### config.mk
export PLATFORM = sky130hd
export DESIGN_NAME = mem_port_arbiter
export DESIGN_NICKNAME = d
export VERILOG_FILES = /design/src/rtl/mem_port_arbiter.sv
export SDC_FILE = /design/constraint.sdc
export NUM_CORES = 1
export LEC_CHECK = 0
export BUFFER_PORTS_ARGS = -buffer_cell sky130_fd_sc_hd__buf_2
export CORE_ASPECT_RATIO = 1.2
export CORE_MARGIN = 1
export CORE_UTILIZATION = 30
export CTS_BUF_LIST = sky130_fd_sc_hd__clkbuf_8
export DETAILED_ROUTE_END_ITERATION = 7
export GPL_TIMING_DRIVEN = 0
export PLACE_DENSITY = 0.62
export SLEW_MARGIN = 10
export SYNTH_ARGS = -nofsm -noshare
export SYNTH_HDL_FRONTEND = slang
export SYNTH_SLANG_ARGS = --single-unit
### constraint.sdc
create_clock -name clk -period 3.57 [get_ports clk]
set_clock_uncertainty 0.15 [all_clocks]
set_input_delay 0.1785 -clock clk [delete_from_list [all_inputs] [get_ports clk]]
set_output_delay 0.1785 -clock clk [all_outputs]
set_load 0.005 [all_outputs]
### src/rtl/mem_port_arbiter.sv
// mem_port_arbiter: shares one memory port between two cores.
// One transaction in flight, round-robin on contention, timeout abort.
module mem_port_arbiter #(
  parameter int ADDR_W  = 11,
  parameter int DATA_W  = 32,
  parameter int TIMEOUT = 15
) (
  input  logic              clk,
  input  logic              rst,
  input  logic              req0_rd,
  input  logic              req0_wr,
  input  logic [ADDR_W-1:0] req0_adrs,
  input  logic [DATA_W-1:0] req0_wdata,
  input  logic              req1_rd,
  input  logic              req1_wr,
  input  logic [ADDR_W-1:0] req1_adrs,
  input  logic [DATA_W-1:0] req1_wdata,
  output logic              ack0,
  output logic              err0,
  output logic [DATA_W-1:0] rdata0,
  output logic              ack1,
  output logic              err1,
  output logic [DATA_W-1:0] rdata1,
  output logic              mem_r_en,
  output logic              mem_w_en,
  output logic [ADDR_W-1:0] mem_adrs,
  output logic [DATA_W-1:0] mem_wdata,
  input  logic              mem_r_valid,
  input  logic              mem_w_valid,
  input  logic [DATA_W-1:0] mem_rdata,
  output logic              busy
);

  localparam int CNT_W = $clog2(TIMEOUT + 1);
  localparam logic [CNT_W-1:0] CNT_MAX = CNT_W'(TIMEOUT);

  typedef enum logic [1:0] {
    IDLE,
    ISSUE,
    WAIT,
    DONE
  } state_t;

  state_t            state;
  logic              rr;
  logic              owner;
  logic              op_wr;
  logic [ADDR_W-1:0] adrs_q;
  logic [DATA_W-1:0] wdata_q;
  logic [CNT_W-1:0]  cnt;

  logic              want0;
  logic              want1;
  logic              pick1;
  logic              pick_wr;
  logic [ADDR_W-1:0] pick_adrs;
  logic [DATA_W-1:0] pick_wdata;
  logic              match;
  logic [CNT_W-1:0]  cnt_inc;
  logic              expired;
  logic [DATA_W-1:0] cap;

  assign want0 = req0_rd | req0_wr;
  assign want1 = req1_rd | req1_wr;
  // core 1 wins only when alone or when it holds the turn
  assign pick1      = want1 & (~want0 | rr);
  assign pick_wr    = pick1 ? req1_wr    : req0_wr;
  assign pick_adrs  = pick1 ? req1_adrs  : req0_adrs;
  assign pick_wdata = pick1 ? req1_wdata : req0_wdata;

  assign match   = op_wr ? mem_w_valid : mem_r_valid;
  assign cnt_inc = cnt + CNT_W'(1);
  assign expired = (cnt_inc == CNT_MAX);
  assign cap     = match ? mem_rdata : '0;

  always_ff @(posedge clk or posedge rst) begin
    if (rst) begin
      state     <= IDLE;
      rr        <= 1'b0;
      owner     <= 1'b0;
      op_wr     <= 1'b0;
      adrs_q    <= '0;
      wdata_q   <= '0;
      cnt       <= '0;
      ack0      <= 1'b0;
      err0      <= 1'b0;
      rdata0    <= '0;
      ack1      <= 1'b0;
      err1      <= 1'b0;
      rdata1    <= '0;
      mem_r_en  <= 1'b0;
      mem_w_en  <= 1'b0;
      mem_adrs  <= '0;
      mem_wdata <= '0;
      busy      <= 1'b0;
    end else begin
      ack0     <= 1'b0;
      ack1     <= 1'b0;
      err0     <= 1'b0;
      err1     <= 1'b0;
      mem_r_en <= 1'b0;
      mem_w_en <= 1'b0;
      unique case (state)
        IDLE: begin
          if (want0 | want1) begin
            owner     <= pick1;
            op_wr     <= pick_wr;
            adrs_q    <= pick_adrs;
            wdata_q   <= pick_wdata;
            // strobe is registered so it is high for the ISSUE cycle
            mem_w_en  <= pick_wr;
            mem_r_en  <= ~pick_wr;
            mem_adrs  <= pick_adrs;
            mem_wdata <= pick_wdata;
            busy      <= 1'b1;
            state     <= ISSUE;
          end
        end
        ISSUE: begin
          cnt   <= '0;
          state <= WAIT;
        end
        WAIT: begin
          if (match || expired) begin
            state <= DONE;
            if (owner) begin
              ack1 <= 1'b1;
              err1 <= ~match;
              if (!op_wr) rdata1 <= cap;
            end else begin
              ack0 <= 1'b1;
              err0 <= ~match;
              if (!op_wr) rdata0 <= cap;
            end
          end else begin
            cnt <= cnt_inc;
          end
        end
        DONE: begin
          rr        <= ~owner;
          mem_adrs  <= '0;
          mem_wdata <= '0;
          busy      <= 1'b0;
          state     <= IDLE;
        end
        default: state <= IDLE;
      endcase
    end
  end

endmodule
* Word level (Yosys, flattened, before mapping) *
Cells that the tools add are included.
W data, S select, Z words.

word-level totals
  output and inout port bits = 114
  logic and storage cells = 76
  flip-flop bits (word level) = 123

operators by class
  bitwise logic cells = 10
  equality and inequality tests = 7
  reductions and logical operators = 10
  add/sub/neg operators = 1
  muxes and demuxes = 32

operators by type and width
  operator               number
  $mux W32               3
  $pmux W32 S2           1
  $mux W11               2
  $pmux W11 S2           1
  $mux W1                19
  $pmux W2 S4            1
  $pmux W4 S2            1
  $reduce_and A2 Y1      4
  $reduce_and A4 Y1      2
  $ne A2 B2 Y1 const B   3
  $not A1 Y1             5
  $add A4 B1 Y4 const B  1
  $eq A2 B2 Y1 const B   2
  $eq A4 B4 Y1 const B   1
  $mux W2                2
  $mux W4                1
  $or A1 B1 Y1           4
  $reduce_bool A2 Y1     2
  $eq A2 B1 Y1 const B   1
  $logic_not A2 Y1       1
  $pmux W1 S2            1
  $and A1 B1 Y1          1
  $logic_or A1 B1 Y1     1

* Logic depth before layout (Yosys ltp) *
  depth in word-level cells = 8
  depth in mapped cells = 7
  gate-level depth less buffers = 6

* Least setup slack after synthesis *
OpenSTA, ideal clock, no wires.

  path kind = reg2reg
  start = reg cnt[0]
  end = reg state[1]
  path buffers = 0
  period minus slack after synthesis = 1.904 ns
  required time = 3.295 ns
  setup slack = 1.666 ns
  arrival = 1.629 ns
  cell stages (with the launch flop) = 7
  cells stage by stage = dfrtp_1 > ha_1 > and2b_1 > a21oi_1 > o21a_4 > a21boi_2 > mux2_4

on the way
  cells in the longest elaborated chain, start to end = 5

RTL lines
  element                             RTL line  RTL
  start, declared                     50        logic [CNT_W-1:0] cnt;
  start signal, assigned              136       cnt <= cnt_inc;
  $add A4 B1 Y4                       72        assign cnt_inc = cnt + CNT_W'(1);
  $eq A4 B4 Y1                        73        assign expired = (cnt_inc == CNT_MAX);
  $logic_or A1 B1 Y1                  124       if (match || expired) begin
  $ne A2 B2 Y1 (no source line)       --
  $reduce_and A2 Y1 (no source line)  --
  end signal, assigned                78        state <= IDLE;
  end signal, assigned                121       state <= WAIT;
  end signal, assigned                125       state <= DONE;
  end, declared                       44        state_t state;

Every way passes these cells.
A chain may end at the register's enable or synchronous reset.

* Final worst setup path *
  start = reg rr
  end = reg mem_wdata[14]

on the way
  cells in the longest elaborated chain, start to end = 5

RTL lines
  element                 RTL line  RTL
  start, declared         45        logic rr;
  start signal, assigned  140       rr <= ~owner;
  $or A1 B1 Y1            66        assign pick1 = want1 & (~want0 | rr);
  $and A1 B1 Y1           66
  $mux W32                69        assign pick_wdata = pick1 ? req1_wdata : req0_wdata;
  $mux W32                105       if (want0 | want1) begin
  $pmux W32 S2            103       unique case (state)
  end signal, assigned    114       mem_wdata <= pick_wdata;
  end, declared           27        output logic [DATA_W-1:0] mem_wdata,

Every way passes these cells. The select of a mux whose other input is x is not followed.

==> impl_summary.log <==
[metrics] clock period minus final worst setup slack: between 2000 and 2500 ps
[metrics] clock sink count: 123
[metrics] Worst Setup End Kind: register
[metrics] most common library cell in the layout ignoring fill and taps: buf_2
[metrics] DIE AREA: 17800 µm²
[metrics] Post-synth ARST share: 1.00
[metrics] Power Dens Cells: about 710 nW/µm²
[metrics] antenna violations before repair: 0
[metrics] Post-layout nets: 937
[metrics] routed vias/inst: 4.86
[metrics] max-slew violation count: 0
[metrics] post-route fraction of the period consumed by the critical path: 0.649
[metrics] Worst Path Class, Setup: reg2reg
[metrics] average wire per cell in the routed design: around 16 µm
[metrics] vias in the first global route: between 5k and 6k
[metrics] final core utilization: 0.494
[metrics] average instance area after synthesis: 12.3 µm²
[metrics] Critical R2R Launch: rr
[metrics] path category of the worst min-delay check: in2reg
[metrics] Skew-Pair Late Insertion Delay: 430 ps
[metrics] Rows: 52
[metrics] sequential-to-total area share from yosys stat: 0.593
[metrics] total routed wirelength: 16300 µm
[metrics] antenna violation net count after detailed routing: 0
[metrics] DR iter-0 viols: about 200
[metrics] starting density of the core: 0.307
[metrics] clock-pin slew of the registers on the worst-case setup and hold paths: 70 ps
[metrics] clock buffer depth: 2
[metrics] total global routing track utilization: 0.185
[metrics] static leakage: a little over 4 nW
[metrics] cell area after placement: 6730 µm²
[metrics] vertical extent of the die: approximately 150 µm
[metrics] placer's final routability congestion estimate: 0.748
[metrics] nature of the critical path startpoint: register
[metrics] setup repair after global routing missed its margin: no
[metrics] setup tns final: 0 ps
[metrics] Hold Path Origin: req1_rd
[metrics] Crit. Startpoint: rr
[metrics] net count after synthesis: 555
[metrics] Synth cell types: 36
[metrics] PortBufs: 239
[metrics] number of buffers created by CTS: 17
[metrics] maximum number of pins on one net before global-route repair: 38
[metrics] overall die width: 122 µm
[metrics] post-route DRC violation count: 0
[metrics] share of post-route cells with drive strength above 1: 0.374
[metrics] maximum VDD drop: 0.308 mV
[metrics] core area: 16900 µm²
[metrics] count of max-cap constraint violations: 0
[metrics] CTS Root Cell: clkbuf_8
[metrics] total half-perimeter wirelength after legalization and detailed placement: between 10000 and 15000 µm
[metrics] hold buffers post-CTS: 121
[metrics] total inserted antenna cells: 0
[metrics] via count: a little over 5k
[metrics] layout overhead on the synthesized area: 61.0%
[metrics] gate count after technology mapping: about 420
[metrics] number of endpoints failing setup at the final stage: 0
[metrics] number of warnings printed during yosys synthesis: 0
[metrics] total overflow reported by the global router: 0
[metrics] number of top-level design ports: 240
[metrics] post-route cell area: 8360 µm²
[metrics] slew of the pin with the lowest slew margin: 757 ps
[metrics] count of TritonRoute iterations in the first routing pass: 4
[metrics] layout filler cell count: 1520
[metrics] number of gates given a new drive strength after cts: 0
[metrics] Netlist Area Pre-Place: 5190 µm²
[metrics] flip-flop cell with the highest count after synthesis: dfrtp_1
[metrics] count of H-tree levels built during CTS: 4
[metrics] first-pass GRT wire length: 25500 µm
[metrics] Max Fclk: 0.432 GHz
[metrics] Post-synth EDFFs: 0
[metrics] CTS tree: yes
[metrics] leading cell types in the layout, fill and taps excluded: buf_2 (250), dfrtp_1 (123), dlygate4sd3_1 (121), a32o_1 (65), nand2_1 (55)
[metrics] data required time at the worst endpoint: about 3700 ps
[metrics] number of setup buffers added after CTS: 0
[metrics] worst slew slack as a fraction of its limit: 0.494
[metrics] final hold violations: 0
[metrics] worst path arrival time: 2490 ps
[metrics] synthesized flop and latch total: 123
[metrics] outcome: finished clean
[metrics] largest fanout on the critical path: 10
worst max-delay path: stages (launching register included):
cell	delay (ps)
dfrtp_1	410
o22ai_1	110
buf_2	260
buf_2	350
mux2i_1	280
dlygate4sd3_1	570
o21ai_0	70
where the power goes:
group,internal [mW],switching [mW]
Clock,0.710,0.588
Sequential,1.95,0.300
Combinational,1.22,1.17
Total,3.88,2.06
per-layer routing:
layer | track usage | share of wire
met1 | 0.207 | 0.41
met2 | 0.329 | 0.49
met3 | 0.0500 | 0.078
met4 | 0.0695 | 0.017
met5 | 0 | 0
area by class of cell:
cell class	instances	area (µm²)	share of cell area
Clock buffer	18	248	0.0296
Clock inverter	14	171	0.0205
Buffer	34	181	0.0217
Multi-Input combinational cell	258	1900	0.227
Timing Repair Buffer	363	2470	0.296
Inverter	8	33.8	0.00404
Tap cell	216	270	0.0323
Sequential cell	123	3080	0.368
synthesized netlist by cell type (2+ instances only):
master	count	area share
clkbuf_1	14	0.010
buf_6	3	0.0065
o22a_1	2	0.0034
nand2_1	55	0.040
a21oi_1	4	0.0039
nor3_1	2	0.0019
nand2b_1	4	0.0048
o22ai_1	2	0.0024
buf_2	11	0.011
clkbuf_2	2	0.0019
mux2i_1	44	0.085
nand2_2	2	0.0024
o21ai_0	44	0.042
a32o_1	65	0.13
mux2_4	2	0.0058
nor2_1	9	0.0065
dfrtp_1	123	0.59
o21ai_2	2	0.0034
buf_4	3	0.0043
nor2b_1	2	0.0024
inv_1	8	0.0058
ha_1	6	0.014
logic make-up after synthesis:
kind of cell    count (synthesis)  share of synthesized area
fa+ha+maj                       6                     0.0145
compound gates                127                      0.197
buf+inv                        42                     0.0407
simple gates                   79                     0.0644
mux                            46                     0.0906
flops                         123                      0.593
final timing paths:
path                            endpoint  slack [ps]  cells past startpoint
min in group asynchronous   mem_wdata[7]         260                      3
hold / removal                  mem_w_en          40                      3
setup reg to reg           mem_wdata[14]        1250                      6
max in group asynchronous  mem_wdata[30]        1930                      6
setup / recovery           mem_wdata[14]        1250                      6
hold reg to reg             mem_wdata[3]         320                      2
state kept, by name, summed over array words and instances (netlist names):
register and cells:
ack0 1, ack1 1, busy 1, cnt 4
err0 1, err1 1, mem_adrs 11, mem_r_en 1
mem_w_en 1, mem_wdata 32, op_wr 1, owner 1
rdata0 32, rdata1 32, rr 1, state 2
stage by stage:
stage | worst slack, ps | total power, mW | cells | hold WS [ps]
floorplan | 1670 | 3.51 | 423 | 198
global placement | 805 | 4.42 | 878 | 302
detailed placement | 1440 | 4.46 | 881 | 208
CTS | 1270 | 5.98 | 1034 | 5.71
global route | 1100 | 6.37 | 1034 | 22.7
finish | 1250 | 5.94 | 1034 | 36.9
No activity file was read; power rests on OpenSTA's default activity.
